--- src/rtl/ctrl_pkg.sv ---
// Shared encodings for the multi-cycle R-type sequencer: opcode/funct values,
// ALU control codes, instruction classes and controller states.
package ctrl_pkg;

  localparam logic [5:0] OP_RTYPE = 6'h00;
  localparam logic [5:0] OP_HALT  = 6'h3F;

  localparam logic [5:0] FN_ADD  = 6'h20;
  localparam logic [5:0] FN_SUB  = 6'h22;
  localparam logic [5:0] FN_AND  = 6'h24;
  localparam logic [5:0] FN_OR   = 6'h25;
  localparam logic [5:0] FN_SLT  = 6'h2A;
  localparam logic [5:0] FN_MULT = 6'h18;
  localparam logic [5:0] FN_DIV  = 6'h1A;

  localparam logic [2:0] ALU_AND = 3'b000;
  localparam logic [2:0] ALU_OR  = 3'b001;
  localparam logic [2:0] ALU_ADD = 3'b010;
  localparam logic [2:0] ALU_SUB = 3'b110;
  localparam logic [2:0] ALU_SLT = 3'b111;

  typedef enum logic [1:0] {
    CLS_ALU,
    CLS_MD,
    CLS_HALT,
    CLS_ILLEGAL
  } instr_class_e;

  typedef enum logic [2:0] {
    IDLE,
    FETCH,
    DECODE,
    EXEC,
    MDWAIT,
    WB,
    HALT,
    ERROR
  } state_e;

endpackage

--- src/rtl/instr_decode.sv ---
// Combinational classifier: opcode/funct -> instruction class, ALU select and
// mult/div operation. Non-ALU instructions report the ADD encoding.
module instr_decode
  import ctrl_pkg::*;
(
  input  logic [5:0]   op_i,
  input  logic [5:0]   fn_i,
  output instr_class_e cls_o,
  output logic [2:0]   alu_cntrl_o,
  output logic         md_op_o
);

  always_comb begin
    cls_o       = CLS_ILLEGAL;
    alu_cntrl_o = ALU_ADD;
    md_op_o     = 1'b0;
    if (op_i == OP_HALT) begin
      cls_o = CLS_HALT;
    end else if (op_i == OP_RTYPE) begin
      case (fn_i)
        FN_ADD:  begin cls_o = CLS_ALU; alu_cntrl_o = ALU_ADD; end
        FN_SUB:  begin cls_o = CLS_ALU; alu_cntrl_o = ALU_SUB; end
        FN_AND:  begin cls_o = CLS_ALU; alu_cntrl_o = ALU_AND; end
        FN_OR:   begin cls_o = CLS_ALU; alu_cntrl_o = ALU_OR;  end
        FN_SLT:  begin cls_o = CLS_ALU; alu_cntrl_o = ALU_SLT; end
        FN_MULT: begin cls_o = CLS_MD;  md_op_o = 1'b0; end
        FN_DIV:  begin cls_o = CLS_MD;  md_op_o = 1'b1; end
        default: cls_o = CLS_ILLEGAL;
      endcase
    end
  end

endmodule

--- src/rtl/multicycle_seq_ctrl.sv ---
// Multi-cycle sequencer: fetch over req/ack, decode, ALU or mult/div execute,
// single-cycle write-back, with a mult/div timeout and a retired-instruction count.
module multicycle_seq_ctrl
  import ctrl_pkg::*;
#(
  parameter int MD_TIMEOUT = 64,
  parameter int CNT_W      = 16
) (
  input  logic             clk,
  input  logic             rst_n,
  input  logic             run,
  output logic             imem_req,
  input  logic             imem_ack,
  input  logic [31:0]      imem_rdata,
  output logic [31:0]      ir,
  output logic [2:0]       alu_cntrl,
  output logic             md_start,
  output logic             md_op,
  input  logic             md_done,
  output logic             RegWrite,
  output logic             ALUtoReg,
  output logic             pc_inc,
  output logic             busy,
  output logic             illegal,
  output logic             halted,
  output logic             error,
  output logic [CNT_W-1:0] retired
);

  localparam int TO_W = $clog2(MD_TIMEOUT + 1);

  state_e            state_q, state_d;
  logic [31:0]       ir_q;
  logic [2:0]        alu_q;
  logic              alu_to_reg_q;
  logic [TO_W-1:0]   md_cnt_q;
  logic [CNT_W-1:0]  retired_q;

  instr_class_e      dec_cls;
  logic [2:0]        dec_alu;
  logic              dec_md_op;

  instr_decode u_decode (
    .op_i        (ir_q[31:26]),
    .fn_i        (ir_q[5:0]),
    .cls_o       (dec_cls),
    .alu_cntrl_o (dec_alu),
    .md_op_o     (dec_md_op)
  );

  always_ff @(posedge clk or negedge rst_n) begin
    if (!rst_n) begin
      state_q      <= IDLE;
      ir_q         <= '0;
      alu_q        <= ALU_ADD;
      alu_to_reg_q <= 1'b0;
      md_cnt_q     <= '0;
      retired_q    <= '0;
    end else begin
      state_q <= state_d;
      if (state_q == FETCH && imem_ack) ir_q <= imem_rdata;
      if (state_q == DECODE) alu_q <= dec_alu;
      if (state_q == EXEC) alu_to_reg_q <= 1'b1;
      else if (state_q == MDWAIT) alu_to_reg_q <= 1'b0;
      // Wait counter restarts at zero on every entry into MDWAIT.
      md_cnt_q <= (state_q == MDWAIT) ? md_cnt_q + TO_W'(1) : '0;
      if (state_q == WB && retired_q != '1) retired_q <= retired_q + CNT_W'(1);
    end
  end

  always_comb begin
    state_d  = state_q;
    imem_req = 1'b0;
    md_start = 1'b0;
    md_op    = 1'b0;
    RegWrite = 1'b0;
    ALUtoReg = alu_to_reg_q;
    pc_inc   = 1'b0;
    illegal  = 1'b0;
    case (state_q)
      IDLE: if (run) state_d = FETCH;
      FETCH: begin
        imem_req = 1'b1;
        if (imem_ack) state_d = DECODE;
      end
      DECODE: begin
        case (dec_cls)
          CLS_ALU:  state_d = EXEC;
          CLS_MD: begin
            md_start = 1'b1;
            md_op    = dec_md_op;
            state_d  = MDWAIT;
          end
          CLS_HALT: state_d = HALT;
          default: begin
            illegal = 1'b1;
            pc_inc  = 1'b1;
            state_d = run ? FETCH : IDLE;
          end
        endcase
      end
      EXEC: begin
        ALUtoReg = 1'b1;
        state_d  = WB;
      end
      MDWAIT: begin
        ALUtoReg = 1'b0;
        md_op    = dec_md_op;
        // A completion in the final allowed cycle still beats the timeout.
        if (md_done) state_d = WB;
        else if (md_cnt_q == TO_W'(MD_TIMEOUT - 1)) state_d = ERROR;
      end
      WB: begin
        RegWrite = 1'b1;
        pc_inc   = 1'b1;
        state_d  = run ? FETCH : IDLE;
      end
      default: state_d = state_q;
    endcase
  end

  assign ir        = ir_q;
  assign alu_cntrl = alu_q;
  assign busy      = !(state_q inside {IDLE, HALT, ERROR});
  assign halted    = (state_q == HALT) || (state_q == ERROR);
  assign error     = (state_q == ERROR);
  assign retired   = retired_q;

endmodule

--- config.mk ---
export PLATFORM = sky130hd
export DESIGN_NAME = multicycle_seq_ctrl
export DESIGN_NICKNAME = d
export VERILOG_FILES = /design/src/rtl/ctrl_pkg.sv /design/src/rtl/instr_decode.sv /design/src/rtl/multicycle_seq_ctrl.sv
export SDC_FILE = /design/constraint.sdc
export NUM_CORES = 1
export LEC_CHECK = 0
export ABC_AREA = 1
export BUFFER_PORTS_ARGS = -buffer_cell sky130_fd_sc_hd__clkbuf_2
export CORE_MARGIN = 2
export CORE_UTILIZATION = 54
export DETAILED_ROUTE_END_ITERATION = 16
export HOLD_SLACK_MARGIN = 0.02
export PLACE_DENSITY = 0.84
export SYNTH_ARGS = -nofsm -noshare
export SYNTH_HDL_FRONTEND = slang
export SYNTH_SLANG_ARGS = --single-unit
--- constraint.sdc ---
create_clock -name clk -period 5.9 [get_ports clk]
set_clock_uncertainty 0.15 [all_clocks]
set_input_delay 0.295 -clock clk [delete_from_list [all_inputs] [get_ports clk]]
set_output_delay 0.295 -clock clk [all_outputs]
set_load 0.005 [all_outputs]
After elaboration in Yosys (flattened, before gate mapping) --
Cells that the tools add are included.
Word-level totals: flip-flop bits (word level) 62, input port bits 37, output and inout bits 61, logic and storage cells 73
Operators by class: add/sub/neg operators 2, equal/unequal tests 22, muxes and demuxes 29, reductions and logical operators 14
Operators with widths (count):
- $eq A6 B6 Y1 const B | 6
- $mux W3 | 6
- $pmux W3 S6 | 1
- $add A16 B1 Y16 const B | 1
- $ne A16 B16 Y1 const B | 1
- $mux W1 | 13
- $eq A3 B3 Y1 const B | 4
- $eq A6 B5 Y1 const B | 2
- $pmux W3 S4 | 1
- $pmux W3 S3 | 1
- $add A7 B1 Y7 const B | 1
- $eq A7 B6 Y1 const B | 1
- $mux W7 | 1
- $eq A3 B2 Y1 const B | 2
- $logic_not A6 Y1 | 1
- $pmux W1 S2 | 3
- $reduce_bool A6 Y1 | 1
- $reduce_or A5 Y1 | 1
- $mux W2 | 2
- $ne A2 B2 Y1 const B | 2
- $pmux W2 S2 | 1
- $reduce_and A4 Y1 | 1
- $eq A3 B1 Y1 const B | 1
- $logic_not A3 Y1 | 1
- 11 further kinds | 12

Longest topological paths before layout --
word-level depth 9, depth in mapped cells 14, mapped depth without buffers 14

Cells and area by module --
A second synthesis with hierarchy kept.
Unflattened totals: cells, all modules 450, area total of the unflattened synthesis 3442.1 um2
By module, submodules not included:
- multicycle_seq_ctrl | times used 1, cells each 412, area each 3251.9 um2, sequential area each 1552.7 um2
- instr_decode | times used 1, cells each 38, area each 190.2 um2, sequential area each 0.0 um2

Worst setup path after synthesis --
No wires, ideal clock.
kind register -> register, start reg ir_q[28], in the netlist ir[28], end reg state_q[0], setup time 0.127 ns, arrival time 1.780 ns, required time 5.623 ns, slack 3.843 ns, stages on the path, launching flop included 13, path buffers 0, period minus slack after synthesis 2.057 ns, path through dfrtp_1 or2_2 nor3_2 nand2_1 nand2_1 inv_1 ha_1 inv_1 o21ai_0 nand2_1 nand3_1 nand2_1 o21ai_0
Between the ends: word-level cells in the longest chain between the ends 6
Ends and longest elaborated chain:
- start: declaration | line multicycle_seq_ctrl.sv:33 | logic [31:0] ir_q;
- start signal: assignment | line multicycle_seq_ctrl.sv:61 | if (state_q == FETCH && imem_ack) ir_q <= imem_rdata;
- $logic_not A6 Y1 | line instr_decode.sv:19 | end else if (op_i == OP_RTYPE) begin
- $mux W2 | line instr_decode.sv:19
- $mux W2 * | line instr_decode.sv:17 | if (op_i == OP_HALT) begin
- $eq A2 B2 Y1 (tied with other cells) | line multicycle_seq_ctrl.sv:87 | case (dec_cls)
- $pmux W3 S3 * | line multicycle_seq_ctrl.sv:87
- $pmux W3 S6 * | line multicycle_seq_ctrl.sv:80 | case (state_q)
- end signal: assignment | line multicycle_seq_ctrl.sv:60 | state_q <= state_d;
- end: declaration | line multicycle_seq_ctrl.sv:32 | state_e state_q, state_d;
Every way passes the cells marked *; elsewhere a longest branch is shown, timed or not. A chain may end at the register's enable or synchronous reset.

Worst setup path in the final report --
start reg ir_q[28], in the netlist ir[28], end out pc_inc
Between the ends: word-level cells in the longest chain between the ends 7
Ends and longest elaborated chain:
- $logic_not A6 Y1 | line instr_decode.sv:19
- $mux W2 | line instr_decode.sv:19
- $mux W2 * | line instr_decode.sv:17
- $eq A2 B2 Y1 (tied with other cells) | line multicycle_seq_ctrl.sv:87
- $reduce_or A3 Y1 (no line) *
- $mux W1 * | line multicycle_seq_ctrl.sv:87
- $pmux W1 S2 * | line multicycle_seq_ctrl.sv:80
- end: declaration | line multicycle_seq_ctrl.sv:22 | output logic pc_inc,
Marks and branches as above.

==> results.txt <==
----------------------------------------------------
[Status]
  Result of the run ... finished clean

[CTS]
  Cell chosen for the clock root ... clkbuf_8
  Maximum root-to-sink buffer count ... 2
  Total CTS buffers ... 9
  Clock Sinks ... 62
  Clock tree from TritonCTS ... yes
  Clock-pin slew on the worst setup and hold paths ... 0.06 ns
  Clock insertion delay at the later pin of the skew report ... 0.33 ns
  Cts repair resizes ... 0
  H-Tree Level Count ... 3

[Setup path]
  Series of cell instances along the critical path ... or2_2 > nor3_2 > nand2_1 > nand2_1 > inv_1 > ha_1 > inv_1 > o21ai_0 > clkbuf_2
  Number of cells on the worst reg-to-reg path ... 12
  Crit path largest cell delay ... 0.41 ns
  Required time reported for the critical path endpoint ... 5.45 ns
  Critical path's slowest cell ... dfrtp_1
  Crit. End Element ... primary output
  RR Endpoint ... state_q[0]
  Critical-path maximum fanout ... 5
  CP Capture Point ... pc_inc
  Beginning of the critical path ... ir[28]
  Type of the worst setup path ... register to primary output
  Data arrival at the endpoint of the critical path ... 2.12 ns
  CP Launch Type ... register
  Combined buffer and inverter count along the critical path ... 3
  Number of logic stages on the critical path including buffering ... 9
  Delay-heaviest family, CP ... simple AND/OR/NAND/NOR gates
  FF-to-FF setup slack ... 3.69 ns
  Reg2Reg Launch Point ... ir[28]

[Pwr]
  Leakage power summed over all cells ... 1.99 nW
  Clock group share of total power ... 22.2%
  Peak supply drop ... 305 uV
  Sequential share of power ... 42.0%
  Pint ... 1.01 mW
  Psw ... 0.561 mW
  Combinational Power Share ... 35.8%
  Net Sw Frac ... 35.6%
  Power density of the placed cells ... 412 nW/um2

[STA]
  Least-Margin Pin Slew ... 0.764 ns
  Remaining max-slew budget at the tightest pin ... 49.1%
  Setup TNS after final layout ... 0 ns
  Unrepaired setup endpoints after global routing ... no
  Post-route fraction of the period consumed by the critical path ... 43.5%
  Max-slew violation count ... 0
  Final worst path period need ... 2.57 ns
  Setup-violating endpoint count in the final report ... 0
  Maximum operating frequency ... 390 MHz
  Number of failing hold endpoints at the final stage ... 0

[GRT]
  Initial antenna violation count ... 0
  Vias in the first global route ... 2516
  Maximum number of pins on one net before global-route repair ... 63
  First-pass GRT wire length ... 11200 um
  Overall global routing resource usage ... 23.5%
  Leftover overflow at the end of global routing ... 0

[Floorplan]
  Floorplan die width ... 78.8 um
  Site row count ... 27
  Area of the core ... 5440 um2
  Die height ... 78.8 um
  Initial Utilization ... 55.5%
  Number of I/O pins ... 98
  DIE AREA ... 6210 um2

[Synth]
  Sequential element share of the synthesized area ... 51.4%
  Async set-or-reset flop fraction in the synthesized netlist ... 100%
  YS warnings ... 0
  Synth Instances ... 330
  Most used standard cells in the synthesized netlist ... 82 x nand2_1, 61 x dfrtp_1, 36 x nor2_1, 30 x inv_1, 23 x nand3_1
  Post-synthesis cell area ... 3020 um2
  Flip-flop cell with the highest count after synthesis ... dfrtp_1
  Mapped Avg Cell Area ... 9.15 um2
  Most used standard cell by instance count after synthesis ... nand2_1
  Synth Register Bits ... 62
  Number of distinct standard cells referenced by the synthesized netlist ... 34
  Top post-synthesis cells by area ... dfrtp_1 51%, nand2_1 10%, mux2_1 5.6%, nor2_1 4.5%, nand3_1 3.8%
  Nets in the synthesized netlist ... 374
  Cell type contributing the most total cell area after synthesis ... dfrtp_1
  Share of Yosys cell area claimed by the top area cell type ... 50.6%
  Number of synthesized flops with an enable pin ... 0

[Detailed routing]
  Number of DRC markers in iteration 0 ... 275
  Post-detailed-route via-to-cell ratio ... 5.00
  Uppermost signal routing layer after detailed routing ... met4
  Sum of met2 wire segment lengths after detailed routing ... 3520 um
  Final routed wirelength across all metal layers ... 6790 um
  Average routed wire per standard cell ... 13.1 um
  Post-detailed-route DRC marker count ... 0
  Vias after detailed routing ... 2584
  Detailed-routing wirelength on met1 ... 2760 um
  Detail Route met3 WL ... 454 um
  Residual antenna-violating net count after detailed routing ... 0
  Detailed-router iteration count before antenna repair ... 4

[Place]
  Post-DP HPWL ... 4900 um
  Final RePlAce weighted congestion ... 0.797
  Number of buffer cells added on primary ports ... 97
  Placed cell areas ... 3570 um2

[Finish]
  Net total in the final layout ... 484
  Post-route cell area ... 3820 um2
  Diode insertion count for antenna repair ... 0
  Layout cells sized above 1 ... 31.0%
  Synth-to-layout area growth ... 26.5%

[Hold path]
  Path type of the worst min-delay path ... input port to register

[Job]
  Max Cap Viol ... 0

----------------------------------------------------
## cells by family after synthesis
group           synth area share, %
mux                            9.32
compound gates                 4.06
simple gates                   23.5
xor+xnor                       3.19
fa+ha+maj                      2.90
buf+inv                        5.64
flops                          51.4
## state kept, by name, indices dropped and copies added (netlist names)
| name | cells |
|---|---|
| alu_cntrl | 3 |
| state_q | 3 |
| retired | 16 |
| ir | 32 |
| alu_to_reg_q | 1 |
| md_cnt_q | 7 |
## layout make-up
type / instances / area, um2
fillers: 437 / 1620
flip-flops and latches: 62 / 1550
multi-input cells: 227 / 1300
repair buffers: 106 / 571
clock buffers: 11 / 131
inverters: 34 / 128
well taps: 72 / 90.1
clock inverters: 5 / 50.0
## repair_timing
action	CTS	global route
hold buffers	5	2
buffers inserted	0	0
endpoints found under the hold margin	65	2
## metrics by stage
| stage | instances | power, mW | hold slack, ns | setup WS, ns | utilization, % |
|---|---|---|---|---|---|
| 4_1_cts | 515 | 1.58 | 0.0202 | 3.32 | 69.8 |
| 3_5_place_dp | 494 | 1.23 | 0.313 | 3.68 | 65.6 |
| 2_1_floorplan | 330 | 0.985 | -0.151 | 3.84 | - |
| 6_report | 517 | 1.57 | 0.0274 | 3.33 | 70.2 |
| 5_1_grt | 517 | 1.69 | 0.0205 | 3.14 | 70.2 |
| 3_3_place_gp | 494 | 1.19 | 0.301 | 3.78 | 65.6 |
## layout by cell type, fill, tap and decap left out
cell,n
a21oi_1,11
mux2_2,10
mux2_1,15
nand3b_1,1
nand2_2,2
dfstp_2,1
o21ai_1,3
a31oi_1,1
dlygate4sd3_1,7
inv_1,30
bufinv_16,1
nand2_4,1
ha_1,7
inv_2,4
o21ai_0,6
or2_2,1
and3_1,1
nor2_1,36
nand2_1,82
nand4_1,2
nand3_1,23
nor3_1,4
o21ai_2,1
buf_4,2
clkinv_2,4
clkbuf_8,9
nand3_2,1
o211ai_1,1
nor2_4,2
clkbuf_1,2
nor3b_1,2
or2_1,1
dfrtp_1,61
clkbuf_2,97
xnor2_1,9
nor3_2,2
xor2_1,2
## power by group through the flow
| stage | Sequential (mW) | Combinational, mW | Clock [mW] |
|---|---|---|---|
| final | 0.661 | 0.563 | 0.350 |
| after global routing | 0.678 | 0.636 | 0.374 |
| after CTS | 0.658 | 0.570 | 0.353 |
| after detailed placement | 0.664 | 0.563 | 0 |
| after global placement | 0.653 | 0.540 | 0 |
| after floorplan | 0.663 | 0.322 | 0 |
## metal layers
| metal | track usage, % | up-vias |
|---|---|---|
| met2 | 38.5 | 93 |
| met4 | 9.82 | 0 |
| met5 | 0 | - |
| li1 | - | 1279 |
| met1 | 29.4 | 1207 |
| met3 | 6.36 | 5 |
## how the worst min path moves through the flow
stage / from / to / slack (ns) / cells past startpoint
after floorplan: rst_n / alu_cntrl[0] / -0.15 / 0
after global placement: md_cnt_q[0] / md_cnt_q[0] / 0.30 / 1
after detailed placement: alu_to_reg_q / alu_to_reg_q / 0.31 / 2
after CTS: imem_rdata[9] / ir[9] / 0.02 / 2
after global routing: imem_rdata[6] / ir[6] / 0.02 / 2
final: imem_rdata[9] / ir[9] / 0.03 / 2
(Power assumes the default switching activity.)
